<file path="src/rtl/ps2_host_tx_pkg.sv">
// Shared constants, FSM state encoding and parity helper for the PS/2 host transmitter.
package ps2_host_tx_pkg;

  localparam int unsigned DEFAULT_INHIBIT_CYCLES = 5000;
  localparam int unsigned DEFAULT_TIMEOUT_CYCLES = 750000;

  // Data bits, parity, stop: one entry per device clock falling edge.
  localparam int unsigned FRAME_BITS = 10;

  localparam int unsigned STATE_W = 3;
  typedef logic [STATE_W-1:0] state_t;

  localparam state_t S_IDLE      = 3'd0;
  localparam state_t S_INHIBIT   = 3'd1;
  localparam state_t S_REQUEST   = 3'd2;
  localparam state_t S_SEND      = 3'd3;
  localparam state_t S_ACK       = 3'd4;
  localparam state_t S_WAIT_IDLE = 3'd5;

  function automatic logic odd_parity(input logic [7:0] data);
    return ~^data;
  endfunction

endpackage

</file>
<file path="src/rtl/ps2_line_sync.sv">
// Two-flop synchronizer for one raw PS/2 line plus falling-edge detect on the synchronized value.
module ps2_line_sync (
  input  logic CLOCK_50_I,
  input  logic resetn,
  input  logic line_i,
  output logic sync_o,
  output logic fall_o
);

  logic meta_q;
  logic sync_q;
  logic prev_q;

  // Idle PS/2 lines are pulled high, so reset to 1 to avoid a false edge.
  always_ff @(posedge CLOCK_50_I or negedge resetn) begin
    if (!resetn) begin
      meta_q <= 1'b1;
      sync_q <= 1'b1;
      prev_q <= 1'b1;
    end else begin
      meta_q <= line_i;
      sync_q <= meta_q;
      prev_q <= sync_q;
    end
  end

  assign sync_o = sync_q;
  assign fall_o = prev_q & ~sync_q;

endmodule

</file>
<file path="src/rtl/ps2_host_tx.sv">
// PS/2 host-to-device transmitter: inhibit, request-to-send, 10-bit frame, ACK and bus-idle wait.
// Define PS2_HOST_TX_ACK_CHECK_EN to turn a missing ACK on edge 11 into tx_error.
module ps2_host_tx
  import ps2_host_tx_pkg::*;
#(
  parameter int unsigned INHIBIT_CYCLES = DEFAULT_INHIBIT_CYCLES,
  parameter int unsigned TIMEOUT_CYCLES = DEFAULT_TIMEOUT_CYCLES
) (
  input  logic       CLOCK_50_I,
  input  logic       resetn,
  input  logic       tx_start,
  input  logic [7:0] tx_data,
  output logic       tx_busy,
  output logic       tx_done,
  output logic       tx_error,
  input  logic       PS2_CLOCK_I,
  input  logic       PS2_DATA_I,
  output logic       ps2_clock_oe,
  output logic       ps2_data_oe
);

  localparam int unsigned INH_W = $clog2(INHIBIT_CYCLES + 1);
  localparam int unsigned TMO_W = $clog2(TIMEOUT_CYCLES + 1);
  localparam logic [INH_W-1:0] INH_LAST = INH_W'(INHIBIT_CYCLES - 1);
  localparam logic [TMO_W-1:0] TMO_LAST = TMO_W'(TIMEOUT_CYCLES - 1);
  localparam logic [3:0]       LAST_BIT = 4'(FRAME_BITS - 1);

  logic clk_sync;
  logic clk_fall;
  logic dat_sync;
  logic dat_fall_unused;

  state_t                state_q,   state_d;
  logic [FRAME_BITS-1:0] frame_q,   frame_d;
  logic [3:0]            bit_cnt_q, bit_cnt_d;
  logic [INH_W-1:0]      inh_cnt_q, inh_cnt_d;
  logic [TMO_W-1:0]      tmo_cnt_q, tmo_cnt_d;
  logic                  clk_oe_q,  clk_oe_d;
  logic                  dat_oe_q,  dat_oe_d;
  logic                  busy_q,    busy_d;
  logic                  done_q,    done_d;
  logic                  err_q,     err_d;

  ps2_line_sync u_clk_sync (
    .CLOCK_50_I (CLOCK_50_I),
    .resetn     (resetn),
    .line_i     (PS2_CLOCK_I),
    .sync_o     (clk_sync),
    .fall_o     (clk_fall)
  );

  ps2_line_sync u_dat_sync (
    .CLOCK_50_I (CLOCK_50_I),
    .resetn     (resetn),
    .line_i     (PS2_DATA_I),
    .sync_o     (dat_sync),
    .fall_o     (dat_fall_unused)
  );

  always_comb begin
    state_d   = state_q;
    frame_d   = frame_q;
    bit_cnt_d = bit_cnt_q;
    inh_cnt_d = inh_cnt_q;
    tmo_cnt_d = tmo_cnt_q;
    clk_oe_d  = clk_oe_q;
    dat_oe_d  = dat_oe_q;
    busy_d    = busy_q;
    done_d    = 1'b0;
    err_d     = 1'b0;

    case (state_q)
      S_IDLE: begin
        if (tx_start) begin
          frame_d   = {1'b1, odd_parity(tx_data), tx_data};
          bit_cnt_d = '0;
          inh_cnt_d = '0;
          clk_oe_d  = 1'b1;
          busy_d    = 1'b1;
          state_d   = S_INHIBIT;
        end
      end

      S_INHIBIT: begin
        if (inh_cnt_q == INH_LAST) begin
          dat_oe_d  = 1'b1;
          clk_oe_d  = 1'b0;
          tmo_cnt_d = '0;
          state_d   = S_REQUEST;
        end else begin
          inh_cnt_d = inh_cnt_q + INH_W'(1);
        end
      end

      // The frame shifts out LSB first; the final shift presents the stop bit (release).
      S_REQUEST, S_SEND: begin
        if (clk_fall) begin
          dat_oe_d  = ~frame_q[0];
          frame_d   = {1'b1, frame_q[FRAME_BITS-1:1]};
          bit_cnt_d = bit_cnt_q + 4'd1;
          state_d   = (bit_cnt_q == LAST_BIT) ? S_ACK : S_SEND;
        end
      end

      S_ACK: begin
        if (clk_fall) begin
`ifdef PS2_HOST_TX_ACK_CHECK_EN
          if (dat_sync) begin
            err_d    = 1'b1;
            busy_d   = 1'b0;
            clk_oe_d = 1'b0;
            dat_oe_d = 1'b0;
            state_d  = S_IDLE;
          end else begin
            state_d  = S_WAIT_IDLE;
          end
`else
          state_d = S_WAIT_IDLE;
`endif
        end
      end

      S_WAIT_IDLE: begin
        if (clk_sync && dat_sync) begin
          done_d  = 1'b1;
          busy_d  = 1'b0;
          state_d = S_IDLE;
        end
      end

      default: begin
        clk_oe_d = 1'b0;
        dat_oe_d = 1'b0;
        busy_d   = 1'b0;
        state_d  = S_IDLE;
      end
    endcase

    // Watchdog overrides the per-state decision so done and error can never coincide.
    if (state_q inside {S_REQUEST, S_SEND, S_ACK, S_WAIT_IDLE}) begin
      if (clk_fall) begin
        tmo_cnt_d = '0;
      end else if (tmo_cnt_q == TMO_LAST) begin
        tmo_cnt_d = '0;
        clk_oe_d  = 1'b0;
        dat_oe_d  = 1'b0;
        busy_d    = 1'b0;
        done_d    = 1'b0;
        err_d     = 1'b1;
        state_d   = S_IDLE;
      end else begin
        tmo_cnt_d = tmo_cnt_q + TMO_W'(1);
      end
    end
  end

  always_ff @(posedge CLOCK_50_I or negedge resetn) begin
    if (!resetn) begin
      state_q   <= S_IDLE;
      frame_q   <= '0;
      bit_cnt_q <= '0;
      inh_cnt_q <= '0;
      tmo_cnt_q <= '0;
      clk_oe_q  <= 1'b0;
      dat_oe_q  <= 1'b0;
      busy_q    <= 1'b0;
      done_q    <= 1'b0;
      err_q     <= 1'b0;
    end else begin
      state_q   <= state_d;
      frame_q   <= frame_d;
      bit_cnt_q <= bit_cnt_d;
      inh_cnt_q <= inh_cnt_d;
      tmo_cnt_q <= tmo_cnt_d;
      clk_oe_q  <= clk_oe_d;
      dat_oe_q  <= dat_oe_d;
      busy_q    <= busy_d;
      done_q    <= done_d;
      err_q     <= err_d;
    end
  end

  assign tx_busy      = busy_q;
  assign tx_done      = done_q;
  assign tx_error     = err_q;
  assign ps2_clock_oe = clk_oe_q;
  assign ps2_data_oe  = dat_oe_q;

endmodule
</file>
<file path="config.mk">
export PLATFORM = sky130hd
export DESIGN_NAME = ps2_host_tx
export DESIGN_NICKNAME = d
export VERILOG_FILES = /design/src/rtl/ps2_host_tx_pkg.sv /design/src/rtl/ps2_line_sync.sv /design/src/rtl/ps2_host_tx.sv
export SDC_FILE = /design/constraint.sdc
export NUM_CORES = 1
export LEC_CHECK = 0
export ABC_AREA = 1
export ABC_CLOCK_PERIOD_IN_PS = 2200
export CAP_MARGIN = 10
export CORE_UTILIZATION = 37
export CTS_CLUSTER_SIZE = 25
export DETAILED_ROUTE_END_ITERATION = 8
export RECOVER_POWER = 100
export SKIP_CTS_REPAIR_TIMING = 1
export SYNTH_ARGS = -nofsm -noshare
export SYNTH_HDL_FRONTEND = slang
export SYNTH_HIERARCHICAL = 1
export SYNTH_SLANG_ARGS = --single-unit
export TNS_END_PERCENT = 1
</file>
<file path="constraint.sdc">
create_clock -name CLOCK_50_I -period 2.2 [get_ports CLOCK_50_I]
set_input_delay 0.22 -clock CLOCK_50_I [delete_from_list [all_inputs] [get_ports CLOCK_50_I]]
set_output_delay 0.22 -clock CLOCK_50_I [all_outputs]
set_load 0.02 [all_outputs]
</file>
### Word-level counts from Yosys, hierarchy flattened

Cells that the tools add are included.

| word-level totals | value |
|---|---|
| register bits after elaboration | 60 |
| input bits | 13 |
| output and inout port bits | 5 |
| word-level logic and storage cells | 97 |

| operators by class | value |
|---|---|
| $add $sub $neg | 3 |
| equal/unequal tests | 11 |
| multiplexer cells | 50 |
| bitwise gates (word level) | 3 |
| reduce and logical (&&, ||, !) cells | 15 |

Operator list:

| kind | number |
|---|---|
| $mux W20 | 5 |
| $mux W3 | 9 |
| $mux W13 | 2 |
| $pmux W13 S2 | 1 |
| $mux W1 | 23 |
| $add A20 B1 Y20 const B | 1 |
| $eq A20 B20 Y1 const B | 1 |
| $mux W10 | 2 |
| $pmux W10 S2 | 1 |
| $pmux W3 S5 | 1 |
| $add A13 B1 Y13 const B | 1 |
| $eq A13 B13 Y1 const B | 1 |
| $pmux W1 S3 | 3 |
| $mux W4 | 2 |
| $pmux W4 S2 | 1 |
| $reduce_bool A2 Y1 | 4 |
| $reduce_or A4 Y1 | 2 |
| $reduce_xnor A8 Y1 | 1 |
| $eq A3 B2 Y1 const B | 2 |
| $eq A3 B3 Y1 const B | 2 |
| $ne A2 B2 Y1 const B | 3 |
| $reduce_and A3 Y1 | 2 |
| $add A4 B1 Y4 const B | 1 |
| $eq A4 B4 Y1 const B | 1 |
| other kinds (9) | 10 |

### Logic depth before layout (Yosys ltp)

| depth | value |
|---|---|
| depth in word-level cells | 7 |
| gate-level depth with buffers | 10 |
| gate-level depth less buffers | 10 |

### Hierarchy

The synthesis kept the hierarchy.

Modules (own cells, without submodules):

| module | times used | cells an instance | area each (sq um) | sequential area each (sq um) |
|---|---|---|---|---|
| ps2_host_tx | 1 | 468 | 3453.3 | 1376.3 |
| ps2_line_sync | 2 | 5 | 88.8 | 78.8 |

### Worst setup path before layout

No wires, ideal clock.

| timing | value |
|---|---|
| kind | register to register |
| start | register inh_cnt_q[0] |
| end | register tmo_cnt_q[14] |
| library setup time | 117 ps |
| arrival time | 1386 ps |
| required time | 2083 ps |
| setup slack | 697 ps |
| stages on the path, launching flop included | 10 |
| path buffers | 1 |
| clock period less this slack | 1503 ps |
| path through | dfrtp_1 > ha_1 > nand2_1 > nor3_4 > nand3_4 > nand2_4 > buf_8 > nand3_1 > nand2_1 > nor2_2 |

| on the way | value |
|---|---|
| cells in the longest elaborated chain, start to end | 3 |

Ends and longest elaborated chain:

| what | line | source |
|---|---|---|
| from (decl) | ps2_host_tx.sv:36 | `logic [INH_W-1:0] inh_cnt_q, inh_cnt_d;` |
| from (signal assigned) | ps2_host_tx.sv:173 | `inh_cnt_q <= inh_cnt_d;` |
| $eq A13 B13 Y1 | ps2_host_tx.sv:85 | `if (inh_cnt_q == INH_LAST) begin` |
| $reduce_bool A2 Y1 (no line) | - |  |
| $reduce_and A2 Y1 (no line) | - |  |
| to (signal assigned) | ps2_host_tx.sv:174 | `tmo_cnt_q <= tmo_cnt_d;` |
| to (decl) | ps2_host_tx.sv:37 | `logic [TMO_W-1:0] tmo_cnt_q, tmo_cnt_d;` |

No other way between the ends.
A chain may end at the register's enable or synchronous reset.

### Worst setup path in the final report

| timing | value |
|---|---|
| start | register state_q[1] |
| end | register clk_oe_q, in the netlist ps2_clock_oe |

| on the way | value |
|---|---|
| cells in the longest elaborated chain, start to end | 6 |
| elaborated cells on any way between the ends | 12 |
| those cells by class | eq/ne (5); mux (4); reduce/logical (3) |

Ends and longest elaborated chain:

| what | line | source |
|---|---|---|
| from (decl) | ps2_host_tx.sv:33 | `state_t state_q, state_d;` |
| from (signal assigned) | ps2_host_tx.sv:170 | `state_q <= state_d;` |
| $eq A3 B2 Y1 / $eq A3 B3 Y1 (equally long branches) | ps2_host_tx.sv:72, ps2_host_tx.sv:140 |  |
| $reduce_or A4 Y1 (no line) | - |  |
| $pmux W1 S3 | ps2_host_tx.sv:72 | `case (state_q)` |
| $mux W1 | ps2_host_tx.sv:143 | `end else if (tmo_cnt_q == TMO_LAST) begin` |
| $mux W1 | ps2_host_tx.sv:141 | `if (clk_fall) begin` |
| $mux W1 (*) | ps2_host_tx.sv:140 | `if (state_q inside {S_REQUEST, S_SEND, S_ACK, S_WAIT_IDLE}) begin` |
| net clk_oe_d | ps2_host_tx.sv:38 | `logic clk_oe_q, clk_oe_d;` |
| to (signal assigned) | ps2_host_tx.sv:175 | `clk_oe_q <= clk_oe_d;` |
| to (decl) | ps2_host_tx.sv:38 |  |

The timed path passes the listed nets; every way through them passes the cells marked *.

==> run metrics <==
number of global-route vias before repair 2846; Clock Path Buffers 2; initial antenna violation count 0; area grow syn2layout 13.09%; R2R depth 6; WHS Endpoint u_dat_sync/sync_o; initial core utilization 0.3854; hpwl dp 5460 µm; largest fanout on the critical path 6; Slew Viols, Final 0; hold path startpoint u_dat_sync/meta_q; syn_nets 495; Pre-antenna DRT Iters 4; post-route setup TNS 0 ns; worst hold path type reg -> reg; via/cell ratio 4.720; detailed-route via count 2997; PD cells 510.3 nW/µm²; Overflow after GRT 0; cells after synthesis 475; total wire length 7462 µm; Clock transition at path regs approximately 0.07 ns; layout cells sized above 1 0.1008; GRT Total Usage 0.1650; Die Wd 100.6 µm; crit end category flip-flop; syn avg cell area 7.568 µm²; skew final 0.01310 ns; Skew-Pair Late Insertion Delay 0.34 ns; max cap viols 0; first-pass GRT wire length 13160 µm; GPL Wtd Cong ~0.86; Post-Syn Area about 3600 µm²; core area 9328 µm²; Iter 0 DRT Violations 112; CTS tree done; Post-DRT Antenna Nets 0; grt met1 use 0.2279; Fin. Hold Viols 0; H-tree levels 3; Setup crit start kind flip-flop; Cells after DPL ~600; met3 global-route usage 0.04577; reg2reg start state_q[1]; clk sinks 60; Die H 100.6 µm; number of buffers created by CTS 9; met2 usage 0.2534; Avg WL per Cell 11.75 µm; I/O pins 18; RSZ-0062 raised after global routing false; RR Endpoint ps2_clock_oe; fin nets roughly 520; ANT cells 0; hold path depth 0; final core utilization 0.4358; Tmin final 1.920 ns; pin count of the biggest net entering global routing 40; clock root buffer clkbuf_8; # DRC 0; leakage power 1.913 nW; Port-buffer cells 17; status completed; Synth warnings 6; Crit path required time 2.41 ns; Least-Margin Pin Slew 1.363 ns; critical path class reg -> reg; Tot Pwr 2.074 mW; setup slack, reg-to-reg 0.28 ns; period utilisation layout 0.8729; die area 10110 µm²; CP arrival 2.13 ns; final cell count without fillers about 640; Relative slew margins 0.09119; GRT Max-Usage Layer met2; max frequency 520.7 MHz; Final Setup Violations 0; hold_ws about 0.36 ns; maximum vdd drop 301.4 µV; cell row count 35
-- critical path, cell delays in order, from the launching register on --
cell and delay, ns:
dfrtp_1 0.43, inv_1 0.14, ha_1 0.43, nor2_1 0.20, inv_1 0.08, o21bai_1 0.41
nor2_1 0.10
-- power breakdown --
part | switching [mW] | leakage [nW] | internal [mW]
Clock | 0.428 | 0.0824 | 0.436
Combinational | 0.0574 | 1.06 | 0.0398
Sequential | 0.00187 | 0.774 | 1.11
-- state kept, by name, summed over array words and instances, names as in the netlist --
signal             flops
state_q                3
u_clk_sync/meta_q      1
u_clk_sync/prev_q      1
tx_busy                1
u_dat_sync/meta_q      1
inh_cnt_q             13
tx_error               1
u_dat_sync/sync_o      1
tx_done                1
bit_cnt_q              4
tmo_cnt_q             20
ps2_clock_oe           1
ps2_data_oe            1
frame_q               10
u_clk_sync/sync_o      1
-- cells in the final DEF (no fill, tap or decap), types with 3 or more instances in the layout --
cell type,instances
a21oi_1,13
a21oi_2,3
buf_4,4
clkbuf_1,3
clkbuf_8,10
clkdlybuf4s50_1,9
clkinv_2,3
dfrtp_1,55
dfstp_2,4
dlygate4sd3_1,8
ha_1,7
inv_1,43
nand2_1,128
nand2_2,5
nand3_1,36
nand3b_1,3
nand4_1,13
nor2_1,75
nor2_2,6
nor2_4,3
nor3_1,4
o21ai_0,26
o31ai_1,9
xnor2_1,6
xor2_1,11
-- worst max-delay path by stage --
| stage | from | end | cells past startpoint |
|---|---|---|---|
| final | state_q[1] | ps2_clock_oe | 6 |
| after global routing | state_q[1] | ps2_data_oe | 6 |
| after CTS | inh_cnt_q[0] | tmo_cnt_q[10] | 8 |
| after detailed placement | inh_cnt_q[0] | tmo_cnt_q[10] | 8 |
| after global placement | inh_cnt_q[0] | tmo_cnt_q[10] | 8 |
| after floorplan | inh_cnt_q[0] | tmo_cnt_q[14] | 9 |
-- layout make-up --
class	count	area, µm²
Clock buffer	12	145.1
Clock inverter	4	25.02
Fill cell	956	5263
Inverter	46	176.4
Multi-Input combinational cell	361	1826
Sequential cell	60	1508
Tap cell	129	161.4
Timing Repair Buffer	23	224.0
-- stage by stage --
stage / area (µm²) / worst slack [ns]
floorplan: 3595 / 0.6968
global placement: 3902 / 0.3725
detailed placement: 3902 / 0.3158
CTS: 4073 / 0.2854
global route: 4065 / 0.09186
finish: 4065 / 0.2796
-- metal layers --
metal	wire, µm	up-vias
li1	-	1584
met1	3889	1356
met2	3276	50
met3	248	7
met4	48	0
met5	0	-
Note: power is estimated with default switching activity, not from simulation.
